File: src/rtl/bridge_data_loader.sv
`default_nettype none
// ============================================================================
//  Module      : bridge_data_loader
//  Description : APF bridge write path. Buffers 32-bit bridge writes in a small
//                FIFO and serializes each into OUTPUT_WORD_SIZE-byte memory writes.
//                Optional DATA_LOADER_ACK_EN adds a write_ack handshake input.
//  Revision    : 1.0 - initial release
// ============================================================================
module bridge_data_loader #(
    parameter int         OUTPUT_WORD_SIZE      = 2,
    parameter logic [3:0] ADDRESS_MASK_UPPER_4  = 4'h0,
    parameter int         FIFO_DEPTH            = 4,
    parameter int         WRITE_MEM_CLOCK_DELAY = 4
) (
    input  logic                          clk_74a,
    input  logic                          reset_n,
    input  logic                          bridge_wr,
    input  logic                          bridge_endian_little,
    input  logic [31:0]                   bridge_addr,
    input  logic [31:0]                   bridge_wr_data,
`ifdef DATA_LOADER_ACK_EN
    input  logic                          write_ack,
`endif
    output logic                          write_en,
    output logic [27:0]                   write_addr,
    output logic [8*OUTPUT_WORD_SIZE-1:0] write_data,
    output logic                          busy,
    output logic                          overflow
);

    localparam int c_DW     = 8 * OUTPUT_WORD_SIZE;
    localparam int c_CHUNKS = 4 / OUTPUT_WORD_SIZE;
    localparam int c_AW     = $clog2(FIFO_DEPTH);
    localparam int c_EW     = 28 + 32 + 1;
    localparam int c_CW     = (WRITE_MEM_CLOCK_DELAY > 1) ? $clog2(WRITE_MEM_CLOCK_DELAY) : 1;

    typedef enum logic [1:0] {
        S_IDLE  = 2'd0,
        S_WRITE = 2'd1,
        S_WAIT  = 2'd2,
        S_HOLD  = 2'd3
    } t_state;

    logic [c_EW-1:0] r_mem [FIFO_DEPTH];
    logic [c_AW:0]   r_wptr;
    logic [c_AW:0]   r_rptr;
    logic            r_overflow;

    t_state          r_state;
    logic [27:0]     r_cur_addr;
    logic [31:0]     r_cur_data;
    logic            r_cur_le;
    logic [1:0]      r_chunk;
    logic [c_CW-1:0] r_wait;
    logic            r_write_en;
    logic [27:0]     r_write_addr;
    logic [c_DW-1:0] r_write_data;

    logic            w_empty;
    logic            w_full;
    logic            w_hit;
    logic            w_pop;
    logic            w_push;
    logic [c_EW-1:0] w_head;
    logic [31:0]     w_swap;
    logic [5:0]      w_shamt;
    logic [c_DW-1:0] w_chunk_data;
    logic [27:0]     w_chunk_addr;
    logic            w_last;

    assign w_empty = (r_wptr == r_rptr);
    assign w_full  = (r_wptr[c_AW] != r_rptr[c_AW]) &&
                     (r_wptr[c_AW-1:0] == r_rptr[c_AW-1:0]);
    assign w_hit   = bridge_wr && (bridge_addr[31:28] == ADDRESS_MASK_UPPER_4);
    assign w_pop   = (r_state == S_IDLE) && !w_empty;
    // A full FIFO still accepts when the serializer drains an entry in the same cycle.
    assign w_push  = w_hit && (!w_full || w_pop);
    assign w_head  = r_mem[r_rptr[c_AW-1:0]];

    // Big-endian words are byte-reversed, then consumed from the top down.
    assign w_swap       = {r_cur_data[7:0], r_cur_data[15:8], r_cur_data[23:16], r_cur_data[31:24]};
    assign w_shamt      = r_cur_le ? 6'(c_DW * r_chunk) : 6'(32 - c_DW - c_DW * r_chunk);
    assign w_chunk_data = c_DW'((r_cur_le ? r_cur_data : w_swap) >> w_shamt);
    assign w_chunk_addr = r_cur_addr + (28'(OUTPUT_WORD_SIZE) * 28'(r_chunk));
    assign w_last       = (r_chunk == 2'(c_CHUNKS - 1));

    always_ff @(posedge clk_74a) begin
        if (w_push) begin
            r_mem[r_wptr[c_AW-1:0]] <= {bridge_addr[27:0], bridge_wr_data, bridge_endian_little};
        end
    end

    always_ff @(posedge clk_74a or negedge reset_n) begin
        if (!reset_n) begin
            r_wptr     <= '0;
            r_rptr     <= '0;
            r_overflow <= 1'b0;
        end else begin
            if (w_push) begin
                r_wptr <= r_wptr + {{c_AW{1'b0}}, 1'b1};
            end
            if (w_pop) begin
                r_rptr <= r_rptr + {{c_AW{1'b0}}, 1'b1};
            end
            if (w_hit && !w_push) begin
                r_overflow <= 1'b1;
            end
        end
    end

    always_ff @(posedge clk_74a or negedge reset_n) begin
        if (!reset_n) begin
            r_state      <= S_IDLE;
            r_cur_addr   <= '0;
            r_cur_data   <= '0;
            r_cur_le     <= 1'b0;
            r_chunk      <= '0;
            r_wait       <= '0;
            r_write_en   <= 1'b0;
            r_write_addr <= '0;
            r_write_data <= '0;
        end else begin
            case (r_state)
                S_IDLE: begin
                    if (!w_empty) begin
                        r_cur_addr <= w_head[60:33];
                        r_cur_data <= w_head[32:1];
                        r_cur_le   <= w_head[0];
                        r_chunk    <= '0;
                        r_state    <= S_WRITE;
                    end
                end
                S_WRITE: begin
                    r_write_en   <= 1'b1;
                    r_write_addr <= w_chunk_addr;
                    r_write_data <= w_chunk_data;
                    r_wait       <= '0;
`ifdef DATA_LOADER_ACK_EN
                    r_state      <= S_HOLD;
`else
                    r_state      <= S_WAIT;
`endif
                end
`ifdef DATA_LOADER_ACK_EN
                S_HOLD: begin
                    if (write_ack) begin
                        r_write_en <= 1'b0;
                        r_state    <= S_WAIT;
                    end
                end
`endif
                S_WAIT: begin
                    r_write_en <= 1'b0;
                    if (r_wait == c_CW'(WRITE_MEM_CLOCK_DELAY - 1)) begin
                        if (w_last) begin
                            r_state <= S_IDLE;
                        end else begin
                            r_chunk <= r_chunk + 2'd1;
                            r_state <= S_WRITE;
                        end
                    end else begin
                        r_wait <= r_wait + {{(c_CW-1){1'b0}}, 1'b1};
                    end
                end
                default: begin
                    r_write_en <= 1'b0;
                    r_state    <= S_IDLE;
                end
            endcase
        end
    end

    assign write_en   = r_write_en;
    assign write_addr = r_write_addr;
    assign write_data = r_write_data;
    assign busy       = !w_empty || (r_state != S_IDLE);
    assign overflow   = r_overflow;

endmodule
`default_nettype wire

File: config.mk
export PLATFORM = sky130hd
export DESIGN_NAME = bridge_data_loader
export DESIGN_NICKNAME = d
export VERILOG_FILES = /design/src/rtl/bridge_data_loader.sv
export SDC_FILE = /design/constraint.sdc
export NUM_CORES = 1
export LEC_CHECK = 0
export CORE_UTILIZATION = 55
export DETAILED_ROUTE_END_ITERATION = 16
export PLACE_DENSITY = 0.76
export REMOVE_ABC_BUFFERS = 1
export SLEW_MARGIN = 20
export SYNTH_ARGS = -nofsm -noshare
export SYNTH_HDL_FRONTEND = slang
export SYNTH_SLANG_ARGS = --single-unit
File: constraint.sdc
create_clock -name clk_74a -period 7.6 [get_ports clk_74a]
set_clock_uncertainty 0.15 [all_clocks]
set_input_delay 1.52 -clock clk_74a [delete_from_list [all_inputs] [get_ports clk_74a]]
set_output_delay 1.52 -clock clk_74a [all_outputs]
set_load 0.03 [all_outputs]
==> flow_summary.json <==
{
  "hold_depth": 2,
  "vias": 7361,
  "clockPowerShare": 0.253,
  "holdBufCountCts": 0,
  "layout_common_cells": "244 x edfxtp_1, 116 x dfrtp_1, 113 x clkdlybuf4s50_1, 77 x mux4_2",
  "crit_type": "register to output pin",
  "dpl.hpwl_mm": 15.8,
  "finalSetupViolCount": 0,
  "die_h_um": 164,
  "ff_latch_area_um2": 10300,
  "r2r_end": "r_cur_addr[22]",
  "synth_top_area_cell": "edfxtp_1",
  "grt_pass1_wl_mm": 42.7,
  "intPower_uw": 4550,
  "rows": 58,
  "cp_max_fo": 64,
  "worst_pin_slew_ps": 1000,
  "synth_top_area_frac": 0.510,
  "clock_latency_ps": 520,
  "netlist_area_um2": 14400,
  "fmax_mhz": 214,
  "core_um2": 25400,
  "vdd_ir_drop_max_mv": 0.364,
  "synth_compound_area_frac": 0.0355,
  "cts_tree": "built",
  "hold_end": "write_addr[0]",
  "grt_setup_unrepaired": "no",
  "ys_seq_elements": 363,
  "ys.flop_type": "edfxtp_1",
  "cts_resized": 0,
  "grt_usage": 0.211,
  "synth-simple-area-share": 0.0426,
  "cp_num_buf_inv": 2,
  "place.gp.congestion": 0.780,
  "cts-root-buf": "clkbuf_16",
  "cts_made_buffers": 37,
  "routed_via_density": 5.86,
  "hold_class": "register to register",
  "synth_top_family_by_area": "multiplexers",
  "synth_async_sr_flop_share": 0.328,
  "start_util": 0.565,
  "reg2reg_depth": 6,
  "multi_input_area_um2": 3850,
  "synth.area.top_cells": "edfxtp_1 51%, dfrtp_1 21%, mux4_2 12%",
  "crit_cells": 5,
  "seq_area_frac_synth": 0.718,
  "syn_area_per_cell_um2": 18.6,
  "max_cap_violations": 0,
  "synth-edff-count": 244,
  "route.detailed.drc": 0,
  "firstDrtPassIters": 4,
  "design_area_um2": 17000,
  "grt_start_max_net_pins": 68,
  "crit_family": "buffers and inverters",
  "h-tree-depth": 2,
  "antenna_found_initial": 0,
  "grt-ovfl-total": 0,
  "cts_setup_buffers": 0,
  "placed_cell_area_um2": 15800,
  "slew_violations": 0,
  "area_growth_pct": 18.2,
  "drive_gt1_frac": 0.201,
  "post_drt_wl_per_cell_um": 21.1,
  "synth_fa_ha_area_frac": 0.00924,
  "syn_inst": 772,
  "min_from": "r_cur_addr[0]",
  "start_kind": "register",
  "cts_sinks": 363,
  "comb_power_share": 0.316,
  "power_uw": 6640,
  "die-width_um": 164,
  "clk_path_buf_depth": 3,
  "r2r_slack_ps": 4030,
  "seqPwrFrac": 0.431,
  "cp-end-kind": "output pin",
  "worstReg2RegStart": "r_rptr[1]",
  "switchingPower_uw": 2090,
  "clk_pin_slew_worst_paths_ps": 60,
  "setup_tns_ps": 0,
  "drt_iter0_markers": 551,
  "fin_crit_sh": 0.614,
  "max_slew_margin": 0.332,
  "netSwitchingFraction": 0.314,
  "p_leak_uw": 0.00595,
  "final_antenna_net_count": 0,
  "dieArea_um2": 26800,
  "crit_path_cell_trace": "buf_4, xnor2_1, nand3_1, or3_1, clkdlybuf4s50_1",
  "cp.arrival_ps": 3000,
  "slowest_stage": "buf_4",
  "synth_xor_area_frac": 0.0116,
  "yosys_warnings": 0,
  "top_level_ports": 115,
  "status": "finished, final reports clean",
  "cpPeakStageDelay_ps": 700,
  "period_needed_ps": 4670,
  "totalWireLength_mm": 26.5,
  "antenna_cells": 0,
  "power.density_nw_per_um2": 391,
  "fillers": 1717,
  "finalHoldViolations": 0,
  "final_nets": 975,
  "final_common_cell": "edfxtp_1",
  "grt_pass1_vias": 7766,
  "ys_types": 49,
  "synth.area.mux_share": 0.168,
  "crit_required_ps": 5930,
  "port_buffers": 114
}
-- power groups by stage --
stage          clock, µW  sequential (µW)  combinational [µW]
2_1_floorplan          0             3080                1250
6_report            1680             2860                2100
3_3_place_gp           0             2860                2040
5_1_grt             1790             2920                2270
3_5_place_dp           0             2890                2120
4_1_cts             1720             2860                2130
-- synth_stat cells (all sizes together) (6+ instances only) --
library cell    n
mux2           59
inv             9
edfxtp        244
and3            8
a22o           18
dfrtp         119
nor2           19
nand3          15
ha              9
o21ai          25
nand4           6
clkbuf         14
mux4           77
buf            26
nand2          39
a31oi          10
or3             6
xnor2          10
xor2            9
-- state kept, by name, summed over array words and instances (netlist names) --
| signal | flops |
|---|---|
| r_mem | 244 |
| r_cur_data | 32 |
| r_cur_addr | 28 |
| write_addr | 28 |
| write_data | 16 |
| r_rptr | 3 |
| r_wptr | 3 |
| r_chunk | 2 |
| r_state | 2 |
| r_wait | 2 |
| overflow | 1 |
| r_cur_le | 1 |
| write_en | 1 |
-- cell families after synthesis --
logic type | Yosys count
AO/OA/AOI/OAI | 74
flip-flops | 363
adder cells (fa/ha/maj) | 10
XOR/XNOR | 19
multiplexers | 137
buffers and inverters | 49
AND/OR/NAND/NOR | 120
-- tightest hold or removal path: cells and delay by family (launching register included) --
| kind | cells | cell delay (ps) |
|---|---|---|
| flops | 1 | 330 |
| simple gates | 2 | 100 |
-- metal layers --
metal | track usage | routed length [µm] | share of wire | vias up
met4 | 0.0652 | 566 | 0.021 | 0
met1 | 0.287 | 11400 | 0.43 | 3797
met5 | 0 | 0 | 0 | -
li1 | - | - | - | 3323
met3 | 0.0330 | 1170 | 0.044 | 42
met2 | 0.355 | 13400 | 0.51 | 199
-- worst max path at each step --
stage / start / endpoint
after floorplan: r_rptr[0] / r_cur_addr[17]
after global placement: r_rptr[1] / busy
after detailed placement: r_rptr[1] / busy
after CTS: r_rptr[1] / busy
after global routing: r_rptr[1] / busy
final: r_rptr[1] / busy
-- stage by stage --
step | cells | hold slack (ps) | setup slack [ps] | util
after global placement | 1187 | 298 | 3470 | 0.623
final | 1256 | 310 | 2930 | 0.668
after CTS | 1256 | 317 | 2870 | 0.668
after floorplan | 732 | 282 | 1030 | -
after detailed placement | 1188 | 303 | 3440 | 0.624
after global routing | 1256 | 343 | 2750 | 0.668
-- area by class of cell --
type                            count  area share
Tap cell                          330      0.0243
Clock buffer                       59      0.0637
Clock inverter                      9     0.00310
Multi-Input combinational cell    360       0.227
Timing Repair Buffer              126      0.0726
Inverter                            9     0.00199
Sequential cell                   363       0.607
Power figures use the tool's default switching activity.
